===== src/rtl/mx_block_align.sv =====
// Block quantiser: collects block_k (value, scale) pairs, aligns each to the shared maximum scale
// and emits them as one MX block. Define MX_ALIGN_RNE_EN for round-to-nearest-even with saturation.
module mx_block_align #(
   parameter int int_w   = 24,
   parameter int scale_w = 8,
   parameter int out_w   = 8,
   parameter int block_k = 32
) (
   input  logic               i_clk,
   input  logic               i_rst_n,
   input  logic               i_valid,
   output logic               o_ready,
   input  logic [int_w-1:0]   i_op,
   input  logic [scale_w-1:0] i_scale,
   output logic               o_valid,
   input  logic               i_ready,
   output logic [out_w-1:0]   o_data,
   output logic [scale_w-1:0] o_scale,
   output logic               o_last
);
   // Handshake: a transfer happens on a rising edge where valid && ready are both high;
   // valid never depends on ready, and the output holds data/scale/last stable while valid && !ready.
   localparam int CNT_W = $clog2(block_k);
   localparam logic [CNT_W-1:0] LAST_IDX = CNT_W'(block_k - 1);

   typedef enum logic {COLLECT = 1'b0, EMIT = 1'b1} state_t;

   state_t             state_q;
   logic [CNT_W-1:0]   wr_cnt_q;
   logic [CNT_W-1:0]   rd_cnt_q;
   logic [scale_w-1:0] max_scale_q;
   logic [scale_w-1:0] max_scale_d;
   logic               o_valid_q;
   logic [out_w-1:0]   o_data_q;
   logic [scale_w-1:0] o_scale_q;
   logic               o_last_q;

   logic [int_w-1:0]   op_buf_q [block_k];
   logic [scale_w-1:0] sc_buf_q [block_k];

   logic               accept;
   logic               last_in;
   logic [CNT_W-1:0]   ld_idx;
   logic [scale_w-1:0] ld_max;
   logic [int_w-1:0]   al_op;
   logic [int_w-1:0]   sh;
   logic [scale_w-1:0] diff;
   logic               big;
   logic [out_w-1:0]   cand;
   logic [out_w-1:0]   aligned;

   assign o_ready = (state_q == COLLECT);
   assign o_valid = o_valid_q;
   assign o_data  = o_data_q;
   assign o_scale = o_scale_q;
   assign o_last  = o_last_q;

   assign accept  = o_ready & i_valid;
   assign last_in = accept & (wr_cnt_q == LAST_IDX);

   always_comb begin
      max_scale_d = max_scale_q;
      if (wr_cnt_q == '0 || i_scale > max_scale_q) max_scale_d = i_scale;
   end

   // Element 0 is loaded on the same edge that accepts the last input, so it needs the new maximum.
   assign ld_idx = (state_q == COLLECT) ? '0 : rd_cnt_q + CNT_W'(1);
   assign ld_max = (state_q == COLLECT) ? max_scale_d : max_scale_q;

   always_comb begin
      al_op = op_buf_q[ld_idx];
      diff  = ld_max - sc_buf_q[ld_idx];
      big   = 32'(diff) >= 32'(int_w);
      sh    = big ? {int_w{al_op[int_w-1]}} : int_w'($signed(al_op) >>> diff);
      cand  = out_w'(sh >> (int_w - out_w));
   end

`ifdef MX_ALIGN_RNE_EN
   localparam logic [int_w-1:0] GUARD_BIT = int_w'(1) << (int_w - out_w - 1);
   localparam logic [out_w-1:0] MAX_POS   = {1'b0, {(out_w-1){1'b1}}};
   logic [int_w-1:0] lost_mask;
   logic             guard;
   logic             sticky;
   logic             round_up;

   always_comb begin
      lost_mask = big ? '1 : ~({int_w{1'b1}} << diff);
      guard     = |(sh & GUARD_BIT);
      sticky    = (|(sh & (GUARD_BIT - int_w'(1)))) | (|(al_op & lost_mask));
      round_up  = guard & (sticky | cand[0]);
      if (round_up && cand == MAX_POS) aligned = MAX_POS;
      else                             aligned = cand + out_w'(round_up);
   end
`else
   assign aligned = cand;
`endif

   always_ff @(posedge i_clk) begin
      if (accept) begin
         op_buf_q[wr_cnt_q] <= i_op;
         sc_buf_q[wr_cnt_q] <= i_scale;
      end
   end

   always_ff @(posedge i_clk or negedge i_rst_n) begin
      if (!i_rst_n) begin
         state_q     <= COLLECT;
         wr_cnt_q    <= '0;
         rd_cnt_q    <= '0;
         max_scale_q <= '0;
         o_valid_q   <= 1'b0;
         o_data_q    <= '0;
         o_scale_q   <= '0;
         o_last_q    <= 1'b0;
      end else begin
         case (state_q)
            COLLECT: begin
               if (accept) begin
                  max_scale_q <= max_scale_d;
                  if (last_in) begin
                     state_q   <= EMIT;
                     wr_cnt_q  <= '0;
                     rd_cnt_q  <= '0;
                     o_valid_q <= 1'b1;
                     o_data_q  <= aligned;
                     o_scale_q <= max_scale_d;
                     o_last_q  <= 1'b0;
                  end else begin
                     wr_cnt_q <= wr_cnt_q + CNT_W'(1);
                  end
               end
            end
            EMIT: begin
               if (o_valid_q && i_ready) begin
                  if (o_last_q) begin
                     state_q   <= COLLECT;
                     o_valid_q <= 1'b0;
                     o_last_q  <= 1'b0;
                  end else begin
                     rd_cnt_q <= ld_idx;
                     o_data_q <= aligned;
                     o_last_q <= (ld_idx == LAST_IDX);
                  end
               end
            end
            default: state_q <= COLLECT;
         endcase
      end
   end
endmodule


===== config.mk =====
export PLATFORM = sky130hd
export DESIGN_NAME = mx_block_align
export DESIGN_NICKNAME = d
export VERILOG_FILES = /design/src/rtl/mx_block_align.sv
export SDC_FILE = /design/constraint.sdc
export NUM_CORES = 1
export LEC_CHECK = 0
export ABC_CLOCK_PERIOD_IN_PS = 16780
export CORE_AREA = 8 8 249 251
export CTS_CLUSTER_DIAMETER = 200
export DETAILED_ROUTE_END_ITERATION = 8
export DIE_AREA = 0 0 257 259
export SLEW_MARGIN = 5
export SYNTH_ARGS = -nofsm -noshare
export SYNTH_HDL_FRONTEND = slang
export SYNTH_SLANG_ARGS = --single-unit

===== constraint.sdc =====
create_clock -name i_clk -period 16.78 [get_ports i_clk]
set_input_delay 5.034 -clock i_clk [delete_from_list [all_inputs] [get_ports i_clk]]
set_output_delay 5.034 -clock i_clk [all_outputs]
set_load 0.1 [all_outputs]

* After elaboration in Yosys (flattened, before gate mapping) *
Memories as Yosys holds them, arrays and structs flattened.
Index checks and enable logic that the tools add are counted.

storage, ports and cells
  input port bits = 36
  output and inout bits = 19
  RAM bits = 1,024
  word-level logic and storage cells = 66
  memories kept = 2
  flip-flop bits (word level) = 37

memories
  name      depth  width  read ports  clocked after Yosys merged registers in  wr ports  RTL line  text
  op_buf_q  32     24     1           0                                        1         38        logic [int_w-1:0] op_buf_q [block_k];
  sc_buf_q  32     8      1           0                                        1         39        logic [scale_w-1:0] sc_buf_q [block_k];

operators by class
  bitwise operators = 3
  reduce and logical (&&, ||, !) cells = 8
  add/subtract/negate cells = 3
  order comparisons = 2
  mux-type cells = 32
  equal/unequal tests = 7
  shift-type cells = 1

operator list
  operator               number
  $mux W8                6
  $mux W5                6
  $mux W24               1
  $sshr A24 B8 Y24       1
  $pmux W8 S2            1
  $mux W1                14
  $add A5 B1 Y5 const B  2
  $eq A5 B5 Y1 const B   2
  $pmux W5 S2            1
  $ge A8 B5 Y1 const B   1
  $gt A8 B8 Y1           1
  $ne A2 B1 Y1 const B   4
  $reduce_and A4 Y1      2
  $sub A8 B8 Y8          1
  $pmux W1 S2            3
  $reduce_and A3 Y1      2
  $logic_not A5 Y1       1
  $and A1 B1 Y1          2
  $ne A2 B2 Y1 const B   1
  $reduce_and A2 Y1      1
  $logic_and A1 B1 Y1    1
  $logic_or A1 B1 Y1     1
  $not A1 Y1             1

* Longest topological paths before layout *
  depth in word-level cells = 10
  gate-level depth with buffers = 26
  depth with buffers taken out = 21

* Least setup slack after synthesis *
No wires, ideal clock.

  path kind = input port to flip-flop
  start = in i_scale[7]
  end = reg o_data_q[6], in the netlist o_data[6]
  stages = 19
  data required time = 16.676 ns
  buffers on the path = 1
  setup slack = 7.753 ns
  setup time = 0.104 ns
  data arrival time = 8.923 ns
  cells stage by stage = ha_1 -> a21oi_1 -> o21ai_0 -> nand2b_1 -> o21ai_0 -> a21oi_1 -> ha_1 -> fa_1 -> nor2b_1 -> o21a_1 -> o21ai_1 -> nor4bb_1 -> a2111oi_0 -> o21ai_0 -> mux2i_1 -> buf_2 -> nand3_1 -> mux2i_1 -> o311ai_1

between the ends
  longest elaborated chain between the ends = 10
  elaborated cells between the ends (all ways) = 13
  those cells by class = add/sub: 1; order compare: 2; shift: 1; mux: 8; reduce/logical: 1

ends and longest elaborated chain
  item                                                     RTL line  text
  from (decl)                                              14        input logic [scale_w-1:0] i_scale,
  $gt A8 B8 Y1                                             63        if (wr_cnt_q == '0 || i_scale > max_scale_q) max_scale_d = i_scale;
  $logic_or A1 B1 Y1                                       63
  $mux W8 (*)                                              63
  $mux W8 (*)                                              68        assign ld_max = (state_q == COLLECT) ? max_scale_d : max_scale_q;
  $sub A8 B8 Y8 (*)                                        72        diff = ld_max - sc_buf_q[ld_idx];
  $sshr A24 B8 Y24 / $ge A8 B5 Y1 (equally long branches)  74, 73
  $mux W24 (*)                                             74        sh = big ? {int_w{al_op[int_w-1]}} : int_w'($signed(al_op) >>> diff);
  $mux W8 (on tied branches)                               135, 120
  $mux W8 (on tied branches)                               134, 118
  $pmux W8 S2 (*)                                          116       case (state_q)
  to (signal assigned)                                     125       o_data_q <= aligned;
  to (signal assigned)                                     141       o_data_q <= aligned;
  to (decl)                                                34        logic [out_w-1:0] o_data_q;

Mark *: on every way between the ends. The rest lies on a longest branch, timed or not. The select of a mux whose other input is x is not followed.
A chain may end at the register's enable or synchronous reset.

* Final worst setup path *
  start = in i_scale[0]
  end = reg o_data_q[1], in the netlist o_data[1]

The elaborated chain is that of the path after synthesis.

==> flow_results.org <==
** Status
- Result of the run :: finished, final reports clean

** Synth
- Post-Synthesis Net Count :: 1630
- The synthesized netlist devotes 8.957% of its cell area to compound gates.
- Mux share of post-synthesis cell area :: 7.386%
- Yosys mapped a number of flops with a built-in enable equal to 512.
- In the synthesized netlist, the number of instances is 1572.
- Yosys top cell by area :: edfxtp_1
- Adder-cell share of the synthesized area :: 1.233%
- Cell with the most instances after synthesis :: edfxtp_1
- After synthesis, the mean cell area works out to 14.59 um^2.
- In this run the cell area of the synthesized design comes to 22940 um^2.
- The share of the Yosys chip area taken by registers is 71.07%.
- After synthesis, the most frequently instantiated cells are 512 x edfxtp_1, 252 x nand2_1, 71 x mux2i_1, 59 x a311oi_1, 57 x a21oi_1.
- For this run, the number of Yosys warnings is 0.
- After synthesis, the cell types taking the most area are edfxtp_1 67%, nand2_1 4.1%, dfrtp_1 4.0%.
- Fraction of synthesized cell area taken by the top area cell type :: 67.03%
- The synthesized netlist devotes 8.799% of its cell area to simple gates.
- Yosys mapped the design onto 72 distinct sky130hd cell types.
- Summing the areas of all xor and xnor instances in the mapped netlist gives 0.3709% of the synthesized area.
- Largest family of logic cells by synthesized area :: compound AO/OA/AOI/OAI gates
- The synthesized design contains 549 register bits.
- For this run, the leading register cell type out of synthesis is edfxtp_1.
- Share of flip-flops with an asynchronous set or reset after synthesis :: 6.740%

** GRT
- Largest net degree at the start of global routing :: 58
- Global-route wire length before repair :: 91.59 mm
- The number of antenna violations at the first check in global routing is 1.
- Summed over all layers, the global routing overflow is 0.
- Across every metal layer, demand over resource in global routing totals 18.40%.
- Via count of the first global-routing pass :: 13619

** Power
- The analysis attributes to cell leakage a power of 8.790 nW.
- Power comes to 2.759 mW.
- Power density over cell area :: 105.6 nW/um^2
- The worst-case IR drop observed on VDD is 0.08721 mV.

** Timing
- The worst pin sits at a relative slew slack of 19.68%.
- Static timing analysis puts the maximum clock frequency at 0.09075 GHz.
- Once routing completed, OpenROAD measured the worst setup slack at 5760 ps.
- Final TNS setup :: 0 ps
- Final hold analysis gives a worst-case slack of 484.9 ps.
- Setup repair after global routing missed its margin :: no
- Between clock sinks in the finished design, the worst skew comes to 15.77 ps.
- Fraction of the cycle the final worst path needs :: 65.67%
- Hold Violations, Final :: 0
- Actual slew at the worst max-slew pin :: 1201 ps
- Final setup violation count :: 0
- Fin crit period :: 11020 ps
- Number of slew-limit violations in the final report :: 0

** Critical path
- Critical Path AT :: 11540 ps
- Crit. Startpoint :: i_scale[0]
- Among all stages on the critical path, the largest delay is contributed by clkdlybuf4s50_1.
- Kind of end point of the critical path :: flip-flop
- Setup slack of the most critical reg-to-reg path :: 8870 ps
- Logic depth of the worst register-to-register path :: 22
- Cell-by-cell trace of the critical path :: clkdlybuf4s50_1 > inv_1 > ha_1 > nor2b_1 > o211ai_1 > a21oi_1 > o21a_1 > mux2_2 > ha_1 > nor2b_1 > o21a_1 > o21ai_1 > nor4bb_1 > a2111oi_0 > o21ai_0 > mux2i_1 > mux2_2 > o2111a_1 > o21ai_2
- For the worst setup path, the data required time is 17300 ps.
- The worst setup path is launched from a primary input.
- Of all nets on the critical path, the largest fanout is 35.
- Critical path's largest stage delay :: 1260 ps
- Worst reg2reg path endpoint :: o_data[1]
- In this run the critical register-to-register path is launched from rd_cnt_q[0].
- The setup path with the least slack is of type primary input to flip-flop.

** Clock network
- After clock tree synthesis, the setup repair step added 0 buffers.
- TritonCTS built the clock tree.
- The clock net in this run drives a total of 549 sinks.
- Root Buffer Master :: clkbuf_16
- The number of hold buffers added after CTS was 0.
- After clock tree synthesis, the clock-pin slew on the worst setup and hold paths is 60 ps.
- Clock latency on the worst-skew pair, taken at its later pin, is 600 ps.
- Number of cells upsized or downsized after cts :: 0
- Max H-tree Level :: 2
- Maximum count of clock buffers along a single path :: 3
- Number of buffers created by CTS :: 56

** Route
- For this run, the detailed router's first-pass iteration total came to 6.
- DRT iter0 DRCs :: 1282
- In the routed layout, each cell is associated on average with a via count of 5.738.
- The routed layout has 14029 vias.
- Total Routed Length :: 63.25 mm
- After detailed routing, the average wire length per cell comes to 25.87 um.
- Once detail routing completed, the nets flagged for antenna violations numbered 0.
- Detailed-route DRC error count :: 0

** Finish
- Compared with the post-synthesis result, the final layout area differs by 13.94%.
- In the final layout, the multi-input gates occupy 6275 um^2.
- The final layout contains 1684 nets.
- Layout filler cell count :: 5138
- For this run, the number of standard cells in the final layout without fillers is 2445.
- Registers take 16310 um^2.
- Of the cells placed in the final design, the portion with a size suffix greater than 1 is 14.18%.

** Floorplanning
- Measured along the y axis, the die boundary spans 259 um.
- Floorplan row count :: 89
- Area inside the core boundary :: 58240 um^2
- IO Count :: 55
- For this configuration, the core starts out at a cell density of 39.38%.
- The die is 257 um wide.
- The floorplan step defined a die boundary enclosing 66560 um^2.

** Placement
- Post-placement setup slack :: 5254 ps
- Once detailed placement completed, the half-perimeter wirelength came to 36.34 mm.
- Final weighted congestion in routability-driven placement :: 0.8387
- The count of buffers added on input and output ports is 38.
- In this run, placement finished with an instance count of 2341.

** Worst hold path
- Origin of the worst min-delay path :: o_scale[3]
- Along the worst hold path, the cell count comes to 2.
- HP Class :: flip-flop to flip-flop
- The worst hold path terminates at o_scale[3].

** Run
- Max-capacitance violation count :: 0
-- registers in the layout, indices dropped and copies added (netlist names) --
register     cells
o_data           8
wr_cnt_q         5
rd_cnt_q         5
o_last           1
state_q          1
op_buf_q       256
sc_buf_q       256
max_scale_q      8
o_scale          8
o_valid          1
-- stage by stage --
stage | area [um^2] | utilization, %
finish | 26140 | 44.88
global route | 26130 | 44.87
CTS | 26130 | 44.87
detailed placement | 24370 | 41.85
global placement | 24370 | 41.85
floorplan | 22940 | -
-- how the worst max path moves through the flow --
stage	end	slack, ps
6_report	o_data[1]	5760
5_1_grt	o_data[1]	5390
4_1_cts	o_data[1]	5850
3_5_place_dp	o_data[1]	5250
3_3_place_gp	o_data[1]	5410
2_1_floorplan	o_data[6]	7750
-- kinds of logic after synthesis --
group | count (synthesis)
simple gates | 454
fa+ha+maj | 22
flops | 549
mux | 128
xor+xnor | 8
buf+inv | 111
compound gates | 300
-- power by group --
| group | switching (mW) | leakage, nW | internal [mW] |
|---|---|---|---|
| registers | 0.00117 | 5.08 | 1.50 |
| clock network | 0.512 | 0.869 | 0.690 |
| logic | 0.0401 | 2.84 | 0.0168 |
| total | 0.554 | 8.79 | 2.21 |
-- critical path, delay by kind of cell --
family	cells	cell delay [ps]
AO/OA/AOI/OAI	9	2400
adder cells (fa/ha/maj)	2	600
buffers and inverters	2	1420
multiplexers	3	1670
AND/OR/NAND/NOR	3	390
-- final cells by class --
| class | instances | area share, % |
|---|---|---|
| diodes | 1 | 0.009575 |
| clock buffers | 70 | 5.721 |
| clock inverters | 33 | 1.010 |
| inverters | 18 | 0.2585 |
| multi-input cells | 912 | 24.01 |
| flip-flops and latches | 549 | 62.39 |
| well taps | 773 | 3.701 |
| repair buffers | 89 | 2.901 |
-- layer usage --
| metal | vias up | global-route usage, % | wire, um |
|---|---|---|---|
| met5 | - | 0 | 0 |
| met4 | 0 | 6.127 | 1850 |
| met3 | 107 | 3.469 | 5202 |
| met2 | 580 | 29.01 | 29330 |
| met1 | 7143 | 25.56 | 26870 |
| li1 | 6199 | - | - |
-- layout by cell type, fill, tap and decap left out, types with 26 or more instances in the layout --
cell type	n
a211oi_1	27
a21oi_1	57
a311oi_1	59
buf_4	51
clkbuf_16	57
clkdlybuf4s50_1	37
dfrtp_1	35
edfxtp_1	512
mux2i_1	70
mux4_2	29
nand2_1	251
nand3_1	52
nor2_2	26
o21ai_0	48
o22ai_1	29
Note: power is estimated with default switching activity, not from simulation.
